$ cat config.mk
export PLATFORM = sky130hd
export DESIGN_NAME = grid_serial_link
export DESIGN_NICKNAME = d
export VERILOG_FILES = /design/src/rtl/grid_serial_link.sv
export SDC_FILE = /design/constraint.sdc
export NUM_CORES = 1
export LEC_CHECK = 0
export BUFFER_PORTS_ARGS = -buffer_cell sky130_fd_sc_hd__buf_2
export CORE_ASPECT_RATIO = 0.9
export CORE_MARGIN = 2
export CORE_UTILIZATION = 44
export DETAILED_ROUTE_END_ITERATION = 7
export GPL_ROUTABILITY_DRIVEN = 0
export PLACE_DENSITY = 0.74
export REMOVE_ABC_BUFFERS = 1
export SYNTH_ARGS = -nofsm -noshare
export SYNTH_HDL_FRONTEND = slang
export SYNTH_SLANG_ARGS = --single-unit
$ cat constraint.sdc
create_clock -name CLK -period 1.5 [get_ports CLK]
set_clock_uncertainty 0.1 [all_clocks]
set_input_delay 0.225 -clock CLK [delete_from_list [all_inputs] [get_ports CLK]]
set_output_delay 0.225 -clock CLK [all_outputs]
set_load 0.01 [all_outputs]
$ cat src/rtl/grid_serial_link.sv
// grid_serial_link
//   Host-side serial link to the system memory's serial port.
//   Write: a parallel host word is shifted MSB first into the memory through
//   its load path (LOAD_MODE + MEM_SERIAL_IN).
//   Read:  the memory is rotated DATA_SIZE times with OUTPUT_MODE. The
//   registered SERIAL_OUT bits are gathered into a parallel word. The memory
//   ends up holding the same word it held before the read.
// Ports
//   CLK, RESET      clock, synchronous active-high reset
//   TX_DATA/VALID   write request; accepted only while TX_READY (IDLE)
//   TX_READY        high in IDLE
//   RX_REQ          level readback request, sampled in IDLE (a write wins)
//   RX_DATA/VALID   last word read back, and a 1-cycle pulse on update
//   BUSY            high outside IDLE; the top level keeps RUN_MODE low on it
//   MEM_SERIAL_IN, LOAD_MODE, OUTPUT_MODE  to the memory, state-decoded
//   MEM_SERIAL_OUT  registered serial output from the memory
module grid_serial_link #(
  parameter int DATA_SIZE = 5
) (
  input  logic                 CLK,
  input  logic                 RESET,
  input  logic [DATA_SIZE-1:0] TX_DATA,
  input  logic                 TX_VALID,
  output logic                 TX_READY,
  input  logic                 RX_REQ,
  output logic [DATA_SIZE-1:0] RX_DATA,
  output logic                 RX_VALID,
  output logic                 BUSY,
  output logic                 MEM_SERIAL_IN,
  output logic                 LOAD_MODE,
  output logic                 OUTPUT_MODE,
  input  logic                 MEM_SERIAL_OUT
);

  localparam int CW = $clog2(DATA_SIZE + 1);
  localparam logic [CW-1:0] LAST = CW'(DATA_SIZE - 1);

  typedef enum logic [1:0] {IDLE, LOAD, UNLOAD, CAPTURE} state_t;

  state_t               state, state_nxt;
  logic [CW-1:0]        cnt, cnt_nxt;
  logic [DATA_SIZE-1:0] tx_shreg, tx_shreg_nxt;
  logic [DATA_SIZE-1:0] rx_shreg, rx_shreg_nxt;
  logic [DATA_SIZE-1:0] rx_data, rx_data_nxt;
  logic                 rx_valid, rx_valid_nxt;

  always_ff @(posedge CLK) begin
    if (RESET) begin
      state    <= IDLE;
      cnt      <= '0;
      tx_shreg <= '0;
      rx_shreg <= '0;
      rx_data  <= '0;
      rx_valid <= 1'b0;
    end else begin
      state    <= state_nxt;
      cnt      <= cnt_nxt;
      tx_shreg <= tx_shreg_nxt;
      rx_shreg <= rx_shreg_nxt;
      rx_data  <= rx_data_nxt;
      rx_valid <= rx_valid_nxt;
    end
  end

  always_comb begin
    state_nxt    = state;
    cnt_nxt      = cnt;
    tx_shreg_nxt = tx_shreg;
    rx_shreg_nxt = rx_shreg;
    rx_data_nxt  = rx_data;
    rx_valid_nxt = 1'b0;
    case (state)
      IDLE: begin
        if (TX_VALID) begin
          tx_shreg_nxt = TX_DATA;
          cnt_nxt      = '0;
          state_nxt    = LOAD;
        end else if (RX_REQ) begin
          cnt_nxt   = '0;
          state_nxt = UNLOAD;
        end
      end
      LOAD: begin
        tx_shreg_nxt = {tx_shreg[DATA_SIZE-2:0], 1'b0};
        cnt_nxt      = cnt + CW'(1);
        if (cnt == LAST) state_nxt = IDLE;
      end
      UNLOAD: begin
        cnt_nxt = cnt + CW'(1);
        // SERIAL_OUT is registered, so the first rotation's bit only shows
        // up one edge later; the edge at cnt==0 has nothing valid to take.
        if (cnt != '0) rx_shreg_nxt = {rx_shreg[DATA_SIZE-2:0], MEM_SERIAL_OUT};
        if (cnt == LAST) state_nxt = CAPTURE;
      end
      CAPTURE: begin
        // Rotation has stopped; this picks up the bit from the last rotation.
        rx_shreg_nxt = {rx_shreg[DATA_SIZE-2:0], MEM_SERIAL_OUT};
        rx_data_nxt  = {rx_shreg[DATA_SIZE-2:0], MEM_SERIAL_OUT};
        rx_valid_nxt = 1'b1;
        state_nxt    = IDLE;
      end
      default: state_nxt = IDLE;
    endcase
  end

  // All memory-facing controls decode flops only: no input-to-output path.
  assign TX_READY      = (state == IDLE);
  assign BUSY          = (state != IDLE);
  assign LOAD_MODE     = (state == LOAD);
  assign OUTPUT_MODE   = (state == UNLOAD);
  assign MEM_SERIAL_IN = (state == LOAD) & tx_shreg[DATA_SIZE-1];
  assign RX_DATA       = rx_data;
  assign RX_VALID      = rx_valid;

endmodule

# [Word-level counts from Yosys, hierarchy flattened]
# Cells that the tools add are included.
[totals] ff_bits=20 in_bits=10 out_inout_bits=11 elab_cells=41
[classes] addsub=1 eq_ne=9 mux=13 n_bitwise=1 n_reduce_logical=11
[op_table] operator="$pmux W5 S2" n=1
[op_table] operator="$mux W2" n=4
[op_table] operator="$pmux W2 S4" n=1
[op_table] operator="$pmux W4 S2" n=1
[op_table] operator="$reduce_bool A2 Y1" n=4
[op_table] operator="$mux W3" n=2
[op_table] operator="$ne A2 B1 Y1 const B" n=3
[op_table] operator="$pmux W3 S2" n=1
[op_table] operator="$reduce_and A2 Y1" n=3
[op_table] operator="$mux W5" n=1
[op_table] operator="$eq A2 B2 Y1 const B" n=2
[op_table] operator="$mux W4" n=1
[op_table] operator="$add A3 B1 Y3 const B" n=1
[op_table] operator="$eq A3 B3 Y1 const B" n=1
[op_table] operator="$ne A3 B2 Y1 const B" n=1
[op_table] operator="$reduce_and A3 Y1" n=1
[op_table] operator="$reduce_bool A3 Y1" n=1
[op_table] operator="$eq A2 B1 Y1 const B" n=1
[op_table] operator="$logic_not A2 Y1" n=1
[op_table] operator="$ne A2 B2 Y1 const B" n=1
[op_table] operator="$reduce_or A2 Y1" n=1
[op_table] operator="$and A1 B1 Y1" n=1
[op_table] operator="$mux W1" n=1

# [Longest topological paths before layout]
[depth] word_depth=4 ltp_mapped=6 depth_no_buf=5

# [Worst setup path after synthesis]
# Ideal clock, no wire load.
[synth_timing] path_kind="reg2reg" start="register state[0]" end="register cnt[2]" setup_ns=0.070 t_arrival_ns=1.456 required_ns=1.330 path_slack_ns=-0.127 path_stages_with_launch=6 path_buffers=0 period_less_slack_ns=1.627 cell_sequence="dfxtp_1 > inv_1 > ha_1 > nor3b_4 > or4_1 > a21oi_1"
[synth_via] elab_cells_between_ends=8 classes_between="3 x eq/ne; 1 x mux; 4 x reduce/logical"
[synth_rtl] element="start: declaration" line_no="40" text="state_t state, state_nxt;"
[synth_rtl] element="start signal: assignment" line_no="56" text="state <= state_nxt;"
[synth_rtl] element="$logic_not A2 Y1 *"
[synth_rtl] element="net TX_READY" line_no="24" text="output logic TX_READY,"
[synth_rtl] element="$ne A3 B2 Y1 (no source line) / $reduce_bool A2 Y1 (equally long branches)"
[synth_rtl] element="$reduce_and A2 Y1 (no source line)"
[synth_rtl] element="end signal: assignment" line_no="57" text="cnt <= cnt_nxt;"
[synth_rtl] element="end: declaration" line_no="41" text="logic [CW-1:0] cnt, cnt_nxt;"
# Mark *: on every way through the listed nets, which the timed path passes. The rest lies on a longest branch.
# A chain may end at the register's enable or synchronous reset.

# [Worst setup path after layout]
[layout_timing] start="register state[1]" end="output MEM_SERIAL_IN"
[layout_via] elab_chain_len=2
[layout_lines] element="$eq A2 B1 Y1" line_no="111" text="assign MEM_SERIAL_IN = (state == LOAD) & tx_shreg[DATA_SIZE-1];"
[layout_lines] element="$and A1 B1 Y1" line_no="111"
[layout_lines] element="end: declaration" line_no="29" text="output logic MEM_SERIAL_IN,"
# Every way passes these cells.

==> reports/qor.yml <==
status: "complete, but fails checks"
critPathMaxFanout: 4
yosysMostFrequentCell: "dfxtp_1"
yosys_warnings: 0
antenna_found_initial: 0
area_growth_pct: 54.9
dpl.cell_count: 157
yosys-top-cells-count: "20 x dfxtp_1, 11 x nor2_1, 10 x mux2i_1, 9 x a21oi_1, 8 x o21ai_0"
pre_cts_ws_ps: -101
synth_cell_types: 26
htree_levels: 1
n_fill_cell: 168
power.density_mw_per_mm2: 1450
clk_pin_slew_ps: 110
async_reset_ff_share_pct: 0
grtUsageTotal_pct: 20.7
start_util_pct: 45.2
synth_largest_area_cell: "dfxtp_1"
wl_per_cell_um: 14.5
drtAntennaViolNets: 0
grt_pass1_vias: 909
cts_sinks: 20
drv_cap: 0
stdcell_count: 172
p_leak_uw: 0.000618
synth_flop_cell: "dfxtp_1"
worst_slew_pin_slew_ps: 457
holdBufCountCts: 0
drt_iter0_drc: 9
firstDrtPassIters: 4
setup_ws_ps: -160
insertion_delay_ps: 300
synth_top_area_share_pct: 41.7
fin_crit_sh_pct: 111
critPathLaunchType: "flip-flop"
cts-root-buf: "clkbuf_4"
cts_made_buffers: 3
internal_power_uw: 1400
utilization_pct: 70.0
vdd_drop_max_uv: 984
post-route-min-period_ps: 1660
diodes: 0
ys_seq_area_share_pct: 41.7
coreArea_mm2: 0.00212
cp_data_required_time_ps: 1170
share_comb_of_total_power_pct: 54.8
via_per_inst: 5.20
synth-edff-count: 0
cts_buffer_depth: 2
switching_share_pct: 35.2
violations: "setup timing"
synth.area.top_cells: "dfxtp_1 42%, mux2i_1 10%, ha_1 9.1%"
cts_tree: "yes"
rows: 16
rsz0062_at_grt: "yes"
worst_setup_path_end_kind: "output pin"
detailed_place_hpwl_um: 1390
hold_ws_ps: 89.2
route.detailed.drc: 0
power.share.clock_pct: 14.4
num_vias: 894
maxSlewHeadroom_pct: 69.5
portBuffers: 20
p_sw_uw: 759
setup_viol: 19
critical_path_class: "reg -> out"
grt_pass1_wl_um: 4020
chipHeight_um: 48.3
seqPwrFrac_pct: 30.8
io_pins: 21
worstHoldPathType: "in -> reg"
max_freq_mhz: 603
overflow: 0
ys_ff_latch: 20
drt_wl_total_um: 2490
hold_viol: 0
synthesis.area_um2: 960
arrival_ps: 1330
slew_violations: 0
grt_max_degree: 21
final_nets: 163
syn-instance-count: 103
drive_gt1_share_pct: 55.2
synth_area_per_cell_um2: 9.32
total_power_uw: 2160
floorplan.die_area_mm2: 0.00257
die_w_um: 53.2
==> cell families after synthesis <==
logic type | synth area share (%)
AOI/OAI and AO/OA | 15.5
adders and majority gates | 9.13
buffers and inverters | 3.78
DFF | 41.7
muxes | 11.6
and+or+nand+nor | 18.3
==> state kept, by name (all words and copies together) (netlist names) <==
signal,flops
RX_VALID,1
cnt,3
RX_DATA,5
rx_shreg,4
tx_shreg,5
state,2
==> power by group through the flow <==
stage,logic (uW),registers [uW],clock network [uW]
after floorplan,424,649,0
after global placement,659,653,0
after detailed placement,680,659,0
after CTS,1070,658,321
after global routing,1270,672,335
final,1180,665,310
==> per-layer routing <==
metal | track usage [%] | up-vias | part of all wire, %
li1 | - | 447 | -
met1 | 25.4 | 427 | 45
met2 | 34.0 | 18 | 51
met3 | 6.48 | 2 | 3.7
met4 | 5.98 | 0 | 0.36
met5 | 0 | - | 0
==> cells in the final DEF, fill, tap and decap left out, drive strengths merged, types with 2 or more instances in the layout <==
| cell | count |
|---|---|
| buf | 41 |
| dfxtp | 20 |
| nor2 | 11 |
| mux2i | 10 |
| a21oi | 9 |
| o21ai | 8 |
| ha | 7 |
| inv | 5 |
| nand3 | 4 |
| a211oi | 4 |
| clkbuf | 4 |
| nand2 | 3 |
| nor2b | 3 |
| a211o | 2 |
| mux2 | 2 |
| nand2b | 2 |
==> per-stage QoR <==
step / instance area [um^2] / TNS [ps]
3_5_place_dp: 1160 / -769
6_report: 1490 / -1410
3_3_place_gp: 1160 / -183
2_1_floorplan: 942 / -266
5_1_grt: 1490 / -2220
4_1_cts: 1440 / -834
==> path summary, 6_finish.rpt <==
path,cells past startpoint,start,end,slack [ps]
worst max-delay path,6,state[1],MEM_SERIAL_IN,-160
worst min-delay path,3,MEM_SERIAL_OUT,rx_shreg[0],90
worst max register to register,6,state[1],cnt[0],-130
worst min register to register,2,rx_shreg[3],rx_shreg[3],400
==> final cells by class <==
cell class              count  area (um^2)  area share, %
inverters                   5         18.8           1.26
clock buffers               4         36.3           2.44
repair buffers             41          303           20.4
multi-input cells          75          692           46.5
flip-flops and latches     20          403           27.1
well taps                  27         33.8           2.27
==> worst max-delay path, stage by stage (launching register included) <==
cell	delay, ps
dfxtp_2	360
inv_2	50
buf_6	120
ha_4	150
buf_6	120
and2_4	130
buf_6	110
==> what timing repair did <==
item                       CTS  global route
buffers inserted             8             2
gates resized for setup     45            10
cloned                       1             0
pin swaps                   16             3
setup endpoints to repair   19            19
Note: power is estimated with default switching activity, not from simulation.
